`config.mk`:
```
export PLATFORM = sky130hd
export DESIGN_NAME = muldiv_controller
export DESIGN_NICKNAME = d
export VERILOG_FILES = /design/src/rtl/muldiv_controller.sv
export SDC_FILE = /design/constraint.sdc
export NUM_CORES = 1
export LEC_CHECK = 0
export ABC_CLOCK_PERIOD_IN_PS = 6700
export CAP_MARGIN = 20
export CORE_MARGIN = 5
export CORE_UTILIZATION = 60
export CTS_CLUSTER_SIZE = 10
export DETAILED_ROUTE_END_ITERATION = 10
export PLACE_DENSITY = 0.82
export SLEW_MARGIN = 20
export SYNTH_ARGS = -nofsm -noshare
export SYNTH_HDL_FRONTEND = slang
export SYNTH_SLANG_ARGS = --single-unit
```
`constraint.sdc`:
```
create_clock -name clock -period 6.7 [get_ports clock]
set_input_delay 1.34 -clock clock [delete_from_list [all_inputs] [get_ports clock]]
set_output_delay 1.34 -clock clock [all_outputs]
set_load 0.005 [all_outputs]
```
`src/rtl/muldiv_controller.sv`:
```
// Multi-cycle multiply/divide sequencer that owns the architectural HI/LO registers.
// It runs a shift-add multiply or a restoring divide at one step per cycle, then uses
// one adjust cycle for sign correction and HI/LO writeback.
module muldiv_controller #(
    parameter int WIDTH = 32,
    parameter int STEPS = WIDTH
) (
    input  logic             clock,
    input  logic             reset,
    input  logic             start,
    input  logic [1:0]       op,
    input  logic             flush,
    input  logic [WIDTH-1:0] a,
    input  logic [WIDTH-1:0] b,
    input  logic             mf_req,
    input  logic             mt_hi,
    input  logic             mt_lo,
    output logic [WIDTH-1:0] hi,
    output logic [WIDTH-1:0] lo,
    output logic             busy,
    output logic             md_stall
);

    localparam int CW = (STEPS > 1) ? $clog2(STEPS) : 1;
    localparam logic [CW-1:0] CNT_ONE  = CW'(1);
    localparam logic [CW-1:0] CNT_LAST = CW'(STEPS - 1);

    typedef enum logic [1:0] {
        S_IDLE   = 2'd0,
        S_RUN    = 2'd1,
        S_ADJUST = 2'd2
    } state_t;

    state_t               state_q, state_d;
    logic [CW-1:0]        count_q, count_d;
    logic [2*WIDTH-1:0]   acc_q, acc_d;      // product, or {remainder, quotient}
    logic [WIDTH-1:0]     opb_q, opb_d;      // multiplicand / divisor magnitude
    logic [WIDTH-1:0]     a_raw_q, a_raw_d;  // raw dividend kept for divide-by-zero HI
    logic                 is_div_q, is_div_d;
    logic                 dz_q, dz_d;
    logic                 neg_quo_q, neg_quo_d;
    logic                 neg_rem_q, neg_rem_d;
    logic [WIDTH-1:0]     hi_q, hi_d;
    logic [WIDTH-1:0]     lo_q, lo_d;

    logic                 idle;
    logic                 go;
    logic                 mt_en;
    logic                 sgn_in;
    logic [WIDTH-1:0]     a_mag;
    logic [WIDTH-1:0]     b_mag;
    logic [WIDTH:0]       mul_sum;
    logic [2*WIDTH-1:0]   mul_next;
    logic [WIDTH:0]       div_shift;
    logic [WIDTH+1:0]     div_trial;
    logic [2*WIDTH-1:0]   div_next;
    logic [WIDTH-1:0]     quo_mag;
    logic [WIDTH-1:0]     rem_mag;

    assign idle     = (state_q == S_IDLE);
    assign go       = start & ~flush & idle;
    // start has priority over mt_* in the same cycle
    assign mt_en    = ~start & ~flush & idle;
    assign busy     = ~idle;
    assign md_stall = busy & (start | mf_req | mt_hi | mt_lo);
    assign hi       = hi_q;
    assign lo       = lo_q;

    // Next-state, iteration datapath and HI/LO writeback selection
    always_comb begin
        state_d   = state_q;
        count_d   = count_q;
        acc_d     = acc_q;
        opb_d     = opb_q;
        a_raw_d   = a_raw_q;
        is_div_d  = is_div_q;
        dz_d      = dz_q;
        neg_quo_d = neg_quo_q;
        neg_rem_d = neg_rem_q;
        hi_d      = hi_q;
        lo_d      = lo_q;

        sgn_in = ~op[0];
        a_mag  = (sgn_in && a[WIDTH-1]) ? -a : a;
        b_mag  = (sgn_in && b[WIDTH-1]) ? -b : b;

        mul_sum  = {1'b0, acc_q[2*WIDTH-1:WIDTH]} + {1'b0, (acc_q[0] ? opb_q : '0)};
        mul_next = {mul_sum, acc_q[WIDTH-1:1]};

        div_shift = {acc_q[2*WIDTH-1:WIDTH], acc_q[WIDTH-1]};
        div_trial = {1'b0, div_shift} - {2'b00, opb_q};
        if (!div_trial[WIDTH+1]) begin
            div_next = {div_trial[WIDTH-1:0], acc_q[WIDTH-2:0], 1'b1};
        end else begin
            div_next = {div_shift[WIDTH-1:0], acc_q[WIDTH-2:0], 1'b0};
        end

        quo_mag = acc_q[WIDTH-1:0];
        rem_mag = acc_q[2*WIDTH-1:WIDTH];

        case (state_q)
            S_IDLE: begin
                if (go) begin
                    acc_d     = {{WIDTH{1'b0}}, a_mag};
                    opb_d     = b_mag;
                    a_raw_d   = a;
                    is_div_d  = op[1];
                    dz_d      = op[1] & (b == '0);
                    neg_quo_d = sgn_in & (a[WIDTH-1] ^ b[WIDTH-1]);
                    neg_rem_d = sgn_in & a[WIDTH-1];
                    count_d   = '0;
                    state_d   = S_RUN;
                end else if (mt_en) begin
                    if (mt_hi) hi_d = a;
                    if (mt_lo) lo_d = a;
                end
            end
            S_RUN: begin
                acc_d   = is_div_q ? div_next : mul_next;
                count_d = count_q + CNT_ONE;
                if (count_q == CNT_LAST) begin
                    state_d = S_ADJUST;
                end
            end
            S_ADJUST: begin
                if (!is_div_q) begin
                    {hi_d, lo_d} = neg_quo_q ? -acc_q : acc_q;
                end else if (dz_q) begin
                    lo_d = '1;
                    hi_d = a_raw_q;
                end else begin
                    lo_d = neg_quo_q ? -quo_mag : quo_mag;
                    hi_d = neg_rem_q ? -rem_mag : rem_mag;
                end
                count_d = '0;
                state_d = S_IDLE;
            end
            default: state_d = S_IDLE;
        endcase
    end

    // State and architectural registers; asynchronous active-low clear
    always_ff @(posedge clock or negedge reset) begin
        if (!reset) begin
            state_q   <= S_IDLE;
            count_q   <= '0;
            acc_q     <= '0;
            opb_q     <= '0;
            a_raw_q   <= '0;
            is_div_q  <= 1'b0;
            dz_q      <= 1'b0;
            neg_quo_q <= 1'b0;
            neg_rem_q <= 1'b0;
            hi_q      <= '0;
            lo_q      <= '0;
        end else begin
            state_q   <= state_d;
            count_q   <= count_d;
            acc_q     <= acc_d;
            opb_q     <= opb_d;
            a_raw_q   <= a_raw_d;
            is_div_q  <= is_div_d;
            dz_q      <= dz_d;
            neg_quo_q <= neg_quo_d;
            neg_rem_q <= neg_rem_d;
            hi_q      <= hi_d;
            lo_q      <= lo_d;
        end
    end

endmodule

```
# Yosys cells after proc, flatten, opt, wreduce, memory -nomap -nowiden
# Cells that the tools add are included.
dict set report op_classes {
  n_bitwise 16
  n_reduce_logical 13
  n_lt_le_gt_ge 0
  n_mux 27
  n_div 0
  n_shift 0
  eq_ne 9
  multipliers 0
  n_addsub 8
}
# cell count
set ops {}
lappend ops {{$mux 32} 15}
lappend ops {{$mux 64} 4}
lappend ops {{$neg 32->32} 4}
lappend ops {{$pmux 32 s2} 2}
lappend ops {{$pmux 64 s2} 1}
lappend ops {{$neg 64->64} 1}
lappend ops {{$sub 33x32->34} 1}
lappend ops {{$add 32x32->33} 1}
lappend ops {{$logic_not 32->1} 1}
lappend ops {{$pmux 5 s3} 1}
lappend ops {{$and 1x1->1} 8}
lappend ops {{$ne 2x2->1 const B} 4}
lappend ops {{$reduce_and 2->1} 4}
lappend ops {{$reduce_and 4->1} 2}
lappend ops {{$add 5x1->5 const B} 1}
lappend ops {{$eq 5x5->1 const B} 1}
lappend ops {{$mux 5} 1}
lappend ops {{$mux 2} 2}
lappend ops {{$ne 2x1->1 const B} 2}
lappend ops {{$not 1->1} 4}
lappend ops {{$pmux 2 s2} 1}
lappend ops {{$reduce_bool 2->1} 2}
lappend ops {{$or 1x1->1} 3}
lappend ops {{$reduce_bool 3->1} 1}
lappend ops {{other kinds (5)} 6}
dict set report totals {
  ramBits 0
  elab_cells 84
  n_memories 0
  latch_bits 0
  regBits 203
  rom_bits 0
}

# Depth between registers and ports, before layout
# Gate-level depths: netlist of the first run.
dict set report logic_depth {
  depth_word 6
  ltp_mapped 15
  depth_no_buf 14
}

# Worst setup path before layout of the first run
# Ideal clock, no wire load.
dict set report synth_path {
  path_type {input port to flip-flop}
  from {input a[3]}
  to {register acc_q[27]}
  arrival_ns 3.631
  path_stages 11
  setup_slack_ns 2.934
  cell_sequence {clkbuf_1 or4_1 nor4b_2 nand2_1 nor3_1 nand2_1 o41ai_1 xor2_1 nand2_1 o211ai_1 o21ai_0}
}
dict set report synth_between {
  elab_chain_len 4
}
# element line
set synth_rtl {}
lappend synth_rtl {{start, declared} 13} ;# input logic [WIDTH-1:0] a,
lappend synth_rtl {{$neg 32->32} 84} ;# a_mag = (sgn_in && a[WIDTH-1]) ? -a : a;
lappend synth_rtl {{$mux 32} 84}
lappend synth_rtl {{$mux 64} 103} ;# if (go) begin
lappend synth_rtl {{$pmux 64 s2} 101} ;# case (state_q)
lappend synth_rtl {{end signal, assigned} 147} ;# acc_q <= '0;
lappend synth_rtl {{end signal, assigned} 159} ;# acc_q <= acc_d;
lappend synth_rtl {{end, declared} 36} ;# logic [2*WIDTH-1:0] acc_q, acc_d;
# No other way between the ends. The select of a mux whose other input is x is not followed.
# A chain may end at the register's enable or synchronous reset.

# Worst setup path after layout of the first run
dict set report layout_path {
  from {register acc_q[36]}
  to {register acc_q[35]}
}
dict set report layout_between {
  elab_chain_len 4
  elab_cells_between_ends 5
  classes_between {add/sub (2); mux (3)}
}
# element line
set layout_rtl {}
lappend layout_rtl {{$sub 33x32->34} 91} ;# div_trial = {1'b0, div_shift} - {2'b00, opb_q};
lappend layout_rtl {{$mux 64} 92} ;# if (!div_trial[WIDTH+1]) begin
lappend layout_rtl {{$mux 64 *} 119} ;# acc_d = is_div_q ? div_next : mul_next;
lappend layout_rtl {{$pmux 64 s2 *} 101}
# Every way passes the cells marked *; elsewhere a longest branch is shown, timed or not.

==> results.ini, run 1 <==
[clock_network]
insertion_delay_ps = 540
cts_resized = 0
post_cts_buffers = 0
clk_pin_slew_worst_paths_ps = 50
cts_tree = done
cts_hold_buf = 0
root_buffer = clkbuf_16
cts_buffers = 26
h-tree-depth = 1
clock_sinks = 203
cts_buffer_depth = 3

[critical_path]
crit_required_ps = 7070
reg2reg_depth = 12
arrival_ps = 4720
worst-path-buf-inv = 1
max_stage_delay_ps = 780
critPathMaxFanout = 16
critPathLaunchType = register
worst-path-stages = 12
criticalPathCategory = register to register
cpMaxStageDelayCell = a41o_1
critPathTopFamily = compound AO/OA/AOI/OAI gates
cpMostUsedCell = a21oi_1
end_kind = register
cp_cell_sequence = ha_1, o21a_1, a2bb2oi_1, o211ai_1, a21oi_1, a41oi_1, nor3_1, a41o_1, buf_4, mux2_2, a21oi_1, o21ai_0

[synth]
syn_area_um2 = 16000
syn_nets = 2199
synth_cell_types = 69
synth_ff_type = dfrtp_1
async_flop_share = 1.00
synth-edff-count = 0
postSynthCellCount = 2054
ys_seq_elements = 203
yosys_warnings = 0
synth_area_per_cell_um2 = 7.81
seq_area_frac_synth = 0.317

[global_route]
track_usage = 0.305
grt_start_max_net_pins = 78
grt_pass1_vias = 14900
antenna_found_initial = 0
grt_pass1_wl_um = 77100
grt_overflow = 0

[floorplanning]
core-area_um2 = 26200
rows = 59
fp.dieW_um = 173
die_h_um = 173
die_area_um2 = 30100
start_util = 0.612
ios = 139

[routing]
drc = 0
routed_wl_um = 47300
vias_per_cell = 6.44
drt_iter0_drc = 1556
wl_per_cell_um = 19.3
detail-route-antenna-nets = 0
firstDrtPassIters = 6
num_vias = 15800

[sta]
final.setup.tns_ps = 0
hold_viol_final = 0
drv_slew = 0
relSlewSlack = 0.321
grt_setup_unrepaired = no
timing.fmax_mhz = 230
fin_crit_sh = 0.649
tightestPinTransition_ps = 1010
skew_ps = 13.6
setup_viol = 0
period_needed_ps = 4350

[cells_and_area]
instances_no_fill = 2447
antenna_cells = 0
nets = 2246
finalInstanceArea_um2 = 18300
area_delta_synth_final_pct = 14.2
drive_above_1_share = 0.0426

[power]
p_leak_nw = 7.82
p_per_area_nw_per_um2 = 553
irDropWorstVdd_mv = 0.266

[placement]
dpl.hpwl_um = 34600
gp_congestion = 1.04
dpl_cell_area_um2 = 17500
port_buffers = 138
numPlacedInstances = 2407

[worst_hold_path]
worstHoldPathType = register to register
min_delay_path_depth = 2

[run]
drv_cap = 0

[outcome]
status = completed

[through the flow]
step | hold slack, ps | setup WS [ps] | util | total power, mW
finish | 475 | 2350 | 0.699 | 10.1
floorplan | 433 | 2930 | - | 6.89
global placement | 453 | 2130 | 0.667 | 8.45
global route | 499 | 2130 | 0.699 | 11.0
detailed placement | 467 | 1920 | 0.667 | 8.66
CTS | 481 | 2380 | 0.698 | 10.0
[routing by layer]
metal / global-route usage / wire [µm] / part of all wire / vias to the layer above
met3: 0.0443 / 4070 / 0.086 / 143
met5: 0 / 0 / 0 / -
li1: - / - / - / 7441
met4: 0.123 / 1980 / 0.042 / 0
met2: 0.495 / 21600 / 0.46 / 796
met1: 0.413 / 19600 / 0.41 / 7387
[final timing paths]
kind | startpoint | endpoint | slack (ps)
worst max-delay path | acc_q[36] | acc_q[35] | 2350
worst min register to register | lo[28] | lo[28] | 470
min in group asynchronous | reset | acc_q[6] | 810
max in group asynchronous | reset | is_div_q | 4700
worst min-delay path | lo[28] | lo[28] | 470
worst max register to register | acc_q[36] | acc_q[35] | 2350
[logic make-up after synthesis]
family	synth area share
muxes	0.0415
AOI/OAI and AO/OA	0.246
DFF	0.317
xor gates and xnor gates	0.0956
adders and majority gates	0.0571
buffers and inverters	0.0491
and+or+nand+nor	0.194
[state kept, by name (all words and copies together) (netlist names)]
| register | cells |
|---|---|
| neg_quo_q | 1 |
| opb_q | 32 |
| lo | 32 |
| state_q | 2 |
| hi | 32 |
| count_q | 5 |
| dz_q | 1 |
| is_div_q | 1 |
| acc_q | 64 |
| neg_rem_q | 1 |
| a_raw_q | 32 |
[cell usage after synthesis, types with 8 or more instances]
master | number | area, µm²
o21a_1 | 9 | 67.6
nor2b_1 | 13 | 81.3
nand2b_1 | 17 | 106
o22ai_1 | 37 | 231
o211ai_1 | 39 | 293
o41ai_1 | 11 | 96.3
a21oi_1 | 125 | 626
nor4_1 | 15 | 93.8
clkbuf_1 | 119 | 447
ha_1 | 70 | 876
nand2_1 | 326 | 1220
a22oi_1 | 29 | 218
nor3_1 | 34 | 170
buf_1 | 15 | 56.3
xor2_1 | 67 | 587
a211oi_1 | 18 | 135
dfrtp_1 | 203 | 5080
o221ai_1 | 10 | 87.6
and3_1 | 16 | 100
or3_1 | 28 | 175
inv_1 | 63 | 236
o21ai_0 | 257 | 1290
a31oi_1 | 15 | 93.8
nand4_1 | 10 | 62.6
nand3_1 | 50 | 250
xnor2_1 | 108 | 946
or4_1 | 18 | 135
and2_1 | 8 | 50.1
o31ai_1 | 20 | 150
nor2_1 | 125 | 469
a21o_1 | 22 | 165
mux2i_1 | 62 | 621
[cells in the final DEF, fill, tap and decap left out, types with 9 or more instances in the layout]
cell type,count
buf_4,23
nor4_1,15
a21o_1,22
xnor2_1,108
mux2i_1,62
nand2_1,325
nor2b_1,10
inv_1,63
o21ai_0,257
o31ai_1,20
nand3_1,50
o41ai_1,11
dfrtp_1,202
nand4_1,10
o22ai_1,37
and3_1,16
nand2b_1,16
o221ai_1,10
o21a_1,9
o211ai_1,39
a22oi_1,29
nor2_1,125
clkdlybuf4s50_1,137
or3_1,28
ha_1,70
or4_1,18
clkbuf_16,27
a31oi_1,15
nor3_1,34
a21oi_1,125
xor2_1,67
a211oi_1,18
[final cells by class]
cell class | count | area, µm²
tap | 335 | 419
fill | 2101 | 7890
multi-input combinational | 1644 | 10200
inverter | 64 | 240
sequential | 203 | 5080
timing repair buffer | 162 | 1590
clock inverter | 5 | 50.0
clock buffer | 34 | 742
[power breakdown]
part	switching, mW	total, mW	internal [mW]
sequential	0.785	2.63	1.84
combinational	3.45	6.18	2.73
clock	0.526	1.33	0.801
total	4.76	10.1	5.37
[worst register-to-register path, cell delays in order, from the launching register on]
cell and delay, ps:
dfrtp_1 560, ha_1 450, o21a_1 170, a2bb2oi_1 240, o211ai_1 180, a21oi_1 320
a41oi_1 230, nor3_1 340, a41o_1 780, buf_4 340, mux2_2 360, a21oi_1 140
o21ai_0 100
(Power assumes the default switching activity.)
==> run 2, diff against run 1 <==
--- a/config.mk
+++ b/config.mk
@@ -5,13 +5,13 @@
 export SDC_FILE = /design/constraint.sdc
 export NUM_CORES = 1
 export LEC_CHECK = 0
-export ABC_CLOCK_PERIOD_IN_PS = 6700
+export ABC_CLOCK_PERIOD_IN_PS = 3800
 export CAP_MARGIN = 20
 export CORE_MARGIN = 5
-export CORE_UTILIZATION = 60
+export CORE_UTILIZATION = 54
 export CTS_CLUSTER_SIZE = 10
 export DETAILED_ROUTE_END_ITERATION = 10
-export PLACE_DENSITY = 0.82
+export PLACE_DENSITY = 0.78
 export SLEW_MARGIN = 20
 export SYNTH_ARGS = -nofsm -noshare
 export SYNTH_HDL_FRONTEND = slang
==> constraint.sdc (replaced) <==
create_clock -name clock -period 3.8 [get_ports clock]
set_input_delay 0.76 -clock clock [delete_from_list [all_inputs] [get_ports clock]]
set_output_delay 0.76 -clock clock [all_outputs]
set_load 0.005 [all_outputs]
==> run 2 against run 1 <==
  * Hold slack worse by 170 ps
  * Clock power is 63% higher
  * Combinational power is 93% higher
  * Global-route usage is 0.90 points lower
==> results.ini, run 2 (synthesis gave the netlist of run 1 again) <==
[placement]
pre_cts_slack_ps = -0.813  ; -1920 ps
port_buffers = 138  ; unchanged
gp_congestion = 1.02  ; -1.5%
dpl.hpwl_um = 38200  ; +10%
dpl_cell_area_um2 = 18300  ; +4.6%

[critical_path]
critPathMaxFanout = 3  ; -13
criticalPathCategory = register to register
crit_required_ps = 4240  ; -2830 ps
cp_cell_sequence = inv_1, ha_1, nor2b_1, o31a_1, o211ai_1, a21oi_1, a41oi_1, nor3_1, buf_4, a41o_1, buf_4, a31oi_1, a21oi_1, o41ai_2
end_kind = register
cpMaxStageDelayCell = dfrtp_1
reg2reg_depth = 14  ; +2
r2r_setup_slack_ps = 190  ; -2160 ps
worst-path-buf-inv = 3  ; +2
max_stage_delay_ps = 430  ; -350 ps
arrival_ps = 4040  ; -680 ps
critPathTopFamily = compound AO/OA/AOI/OAI gates
timing.rr.end = acc_q[62]
rr_startpoint = opb_q[1]
critPathLaunchType = register

[sta]
hold_viol_final = 0  ; unchanged
skew_ps = 14.4  ; +0.804 ps
tightestPinTransition_ps = 997  ; -17.5 ps
period_needed_ps = 3610  ; -741 ps
drv_slew = 0  ; unchanged
setup_viol = 0  ; unchanged
setup_slack_ps = 194  ; -2160 ps
grt_setup_unrepaired = no
timing.fmax_mhz = 277  ; +21%
relSlewSlack = 0.336  ; +0.0142
final.setup.tns_ps = 0  ; unchanged
fin_crit_sh = 0.949  ; +0.300

[floorplanning]
core-area_um2 = 29500  ; +12%
die_area_um2 = 33200  ; +10%
rows = 63  ; +6.8%
fp.dieW_um = 182  ; +5.1%
ios = 139  ; unchanged
die_h_um = 182  ; +5.1%
start_util = 0.544  ; -0.0680

[power]
p_leak_nw = 8.21  ; +5.0%
power_mw = 18.5  ; +82%
swShare = 0.467  ; -0.00239
p_per_area_nw_per_um2 = 972  ; +76%
irDropWorstVdd_mv = 0.525  ; +97%
p_seq_frac = 0.240  ; -0.019
pwr-share-clk = 0.118  ; -0.013
intPower_mw = 9.85  ; +83%
switching_power_mw = 8.64  ; +82%
comb_power_share = 0.642  ; +0.032

[global_route]
track_usage = 0.296  ; -0.00898
grt_pass1_wl_um = 81300  ; +5.4%
antenna_found_initial = 0  ; unchanged
grt_overflow = 0  ; unchanged
grt_pass1_vias = 15400  ; +3.2%
grt_start_max_net_pins = 95  ; +22%

[clock_network]
cts_tree = done
root_buffer = clkbuf_16
clock_sinks = 203  ; unchanged
h-tree-depth = 1  ; unchanged
cts_hold_buf = 0  ; unchanged
cts_resized = 0  ; unchanged
clk_pin_slew_worst_paths_ps = 60  ; about the same
insertion_delay_ps = 550  ; about the same
post_cts_buffers = 0  ; unchanged
cts_buffers = 25  ; -3.8%
cts_buffer_depth = 3  ; unchanged

[routing]
drc = 0  ; unchanged
detail-route-antenna-nets = 0  ; unchanged
drt-met1-wl_um = 21100  ; +7.6%
drt_iter0_drc = 1480  ; -4.9%
firstDrtPassIters = 5  ; -1
dr_wl_met2_um = 23300  ; +7.8%
routed.top_layer = met4
dr_wl_met3_um = 4160  ; +2.1%
routed_wl_um = 50500  ; +6.9%
vias_per_cell = 6.21  ; -3.6%
wl_per_cell_um = 19.6  ; +1.3%
num_vias = 16000  ; +1.7%

[cells_and_area]
final_common_cell = nand2_1
fin_util = 0.645  ; -0.0538
max_flop_register = acc_q
drive_above_1_share = 0.0793  ; +0.0367
antenna_cells = 0  ; unchanged
final_cell_mix = 325 x nand2_1, 257 x o21ai_0, 201 x dfrtp_1
nets = 2333  ; +3.9%
fillers = 2571  ; +22%
largest_reg_flops = 64  ; unchanged
area_delta_synth_final_pct = 18.6
finalInstanceArea_um2 = 19000  ; +3.8%

[outcome]
status = completed

[run]
drv_cap = 0  ; unchanged

[worst_hold_path]
worstHoldPathType = input pin to asynchronous set/reset pin

run 2: layout make-up:
cell class	instances	area (µm²)	area share
multi-input cells	1644	10200	0.537
flip-flops and latches	203	5080	0.267
repair buffers	250	2300	0.121
clock buffers	31	678	0.0357
well taps	390	488	0.0257
inverters	64	240	0.0126
clock inverters	1	20.0	0.00105
run 2: how the worst max path moves through the flow:
stage | depth (start not counted) | slack [ps] | from | to
global route | 10 | 10 | acc_q[40] | hi[29]
finish | 14 | 190 | opb_q[1] | acc_q[62]
global placement | 13 | 90 | a[5] | acc_q[30]
floorplan | 11 | 610 | a[3] | acc_q[27]
CTS | 14 | 110 | acc_q[31] | acc_q[62]
detailed placement | 13 | -0.8 | a[5] | acc_q[29]
run 2: power by group through the flow:
stage	clock, mW	combinational, mW	sequential [mW]
after floorplan	0	8.17	3.97
after global placement	0	11.4	4.38
after detailed placement	0	11.7	4.42
after CTS	2.20	11.7	4.40
after global routing	2.28	13.1	4.57
final	2.17	11.9	4.44
run 2: stage by stage:
step | hold WS, ps | std cells
floorplan | 433 | 2054
global placement | 454 | 2551
detailed placement | 463 | 2551
CTS | 325 | 2583
global route | 372 | 2583
finish | 308 | 2583
run 2: per-layer routing:
layer / vias up / track usage
li1: 7611 / -
met2: 751 / 0.497
met1: 7536 / 0.396
met3: 141 / 0.0401
met4: 0 / 0.0997
met5: - / 0
==> run 3, diff against run 2 <==
--- a/config.mk
+++ b/config.mk
@@ -12,6 +12,7 @@
 export CTS_CLUSTER_SIZE = 10
 export DETAILED_ROUTE_END_ITERATION = 10
 export PLACE_DENSITY = 0.78
+export SKIP_LAST_GASP = 1
 export SLEW_MARGIN = 20
 export SYNTH_ARGS = -nofsm -noshare
 export SYNTH_HDL_FRONTEND = slang
==> results of run 3 <==
Same layout as run 2: the final DEF is identical, and so are final timing and power.
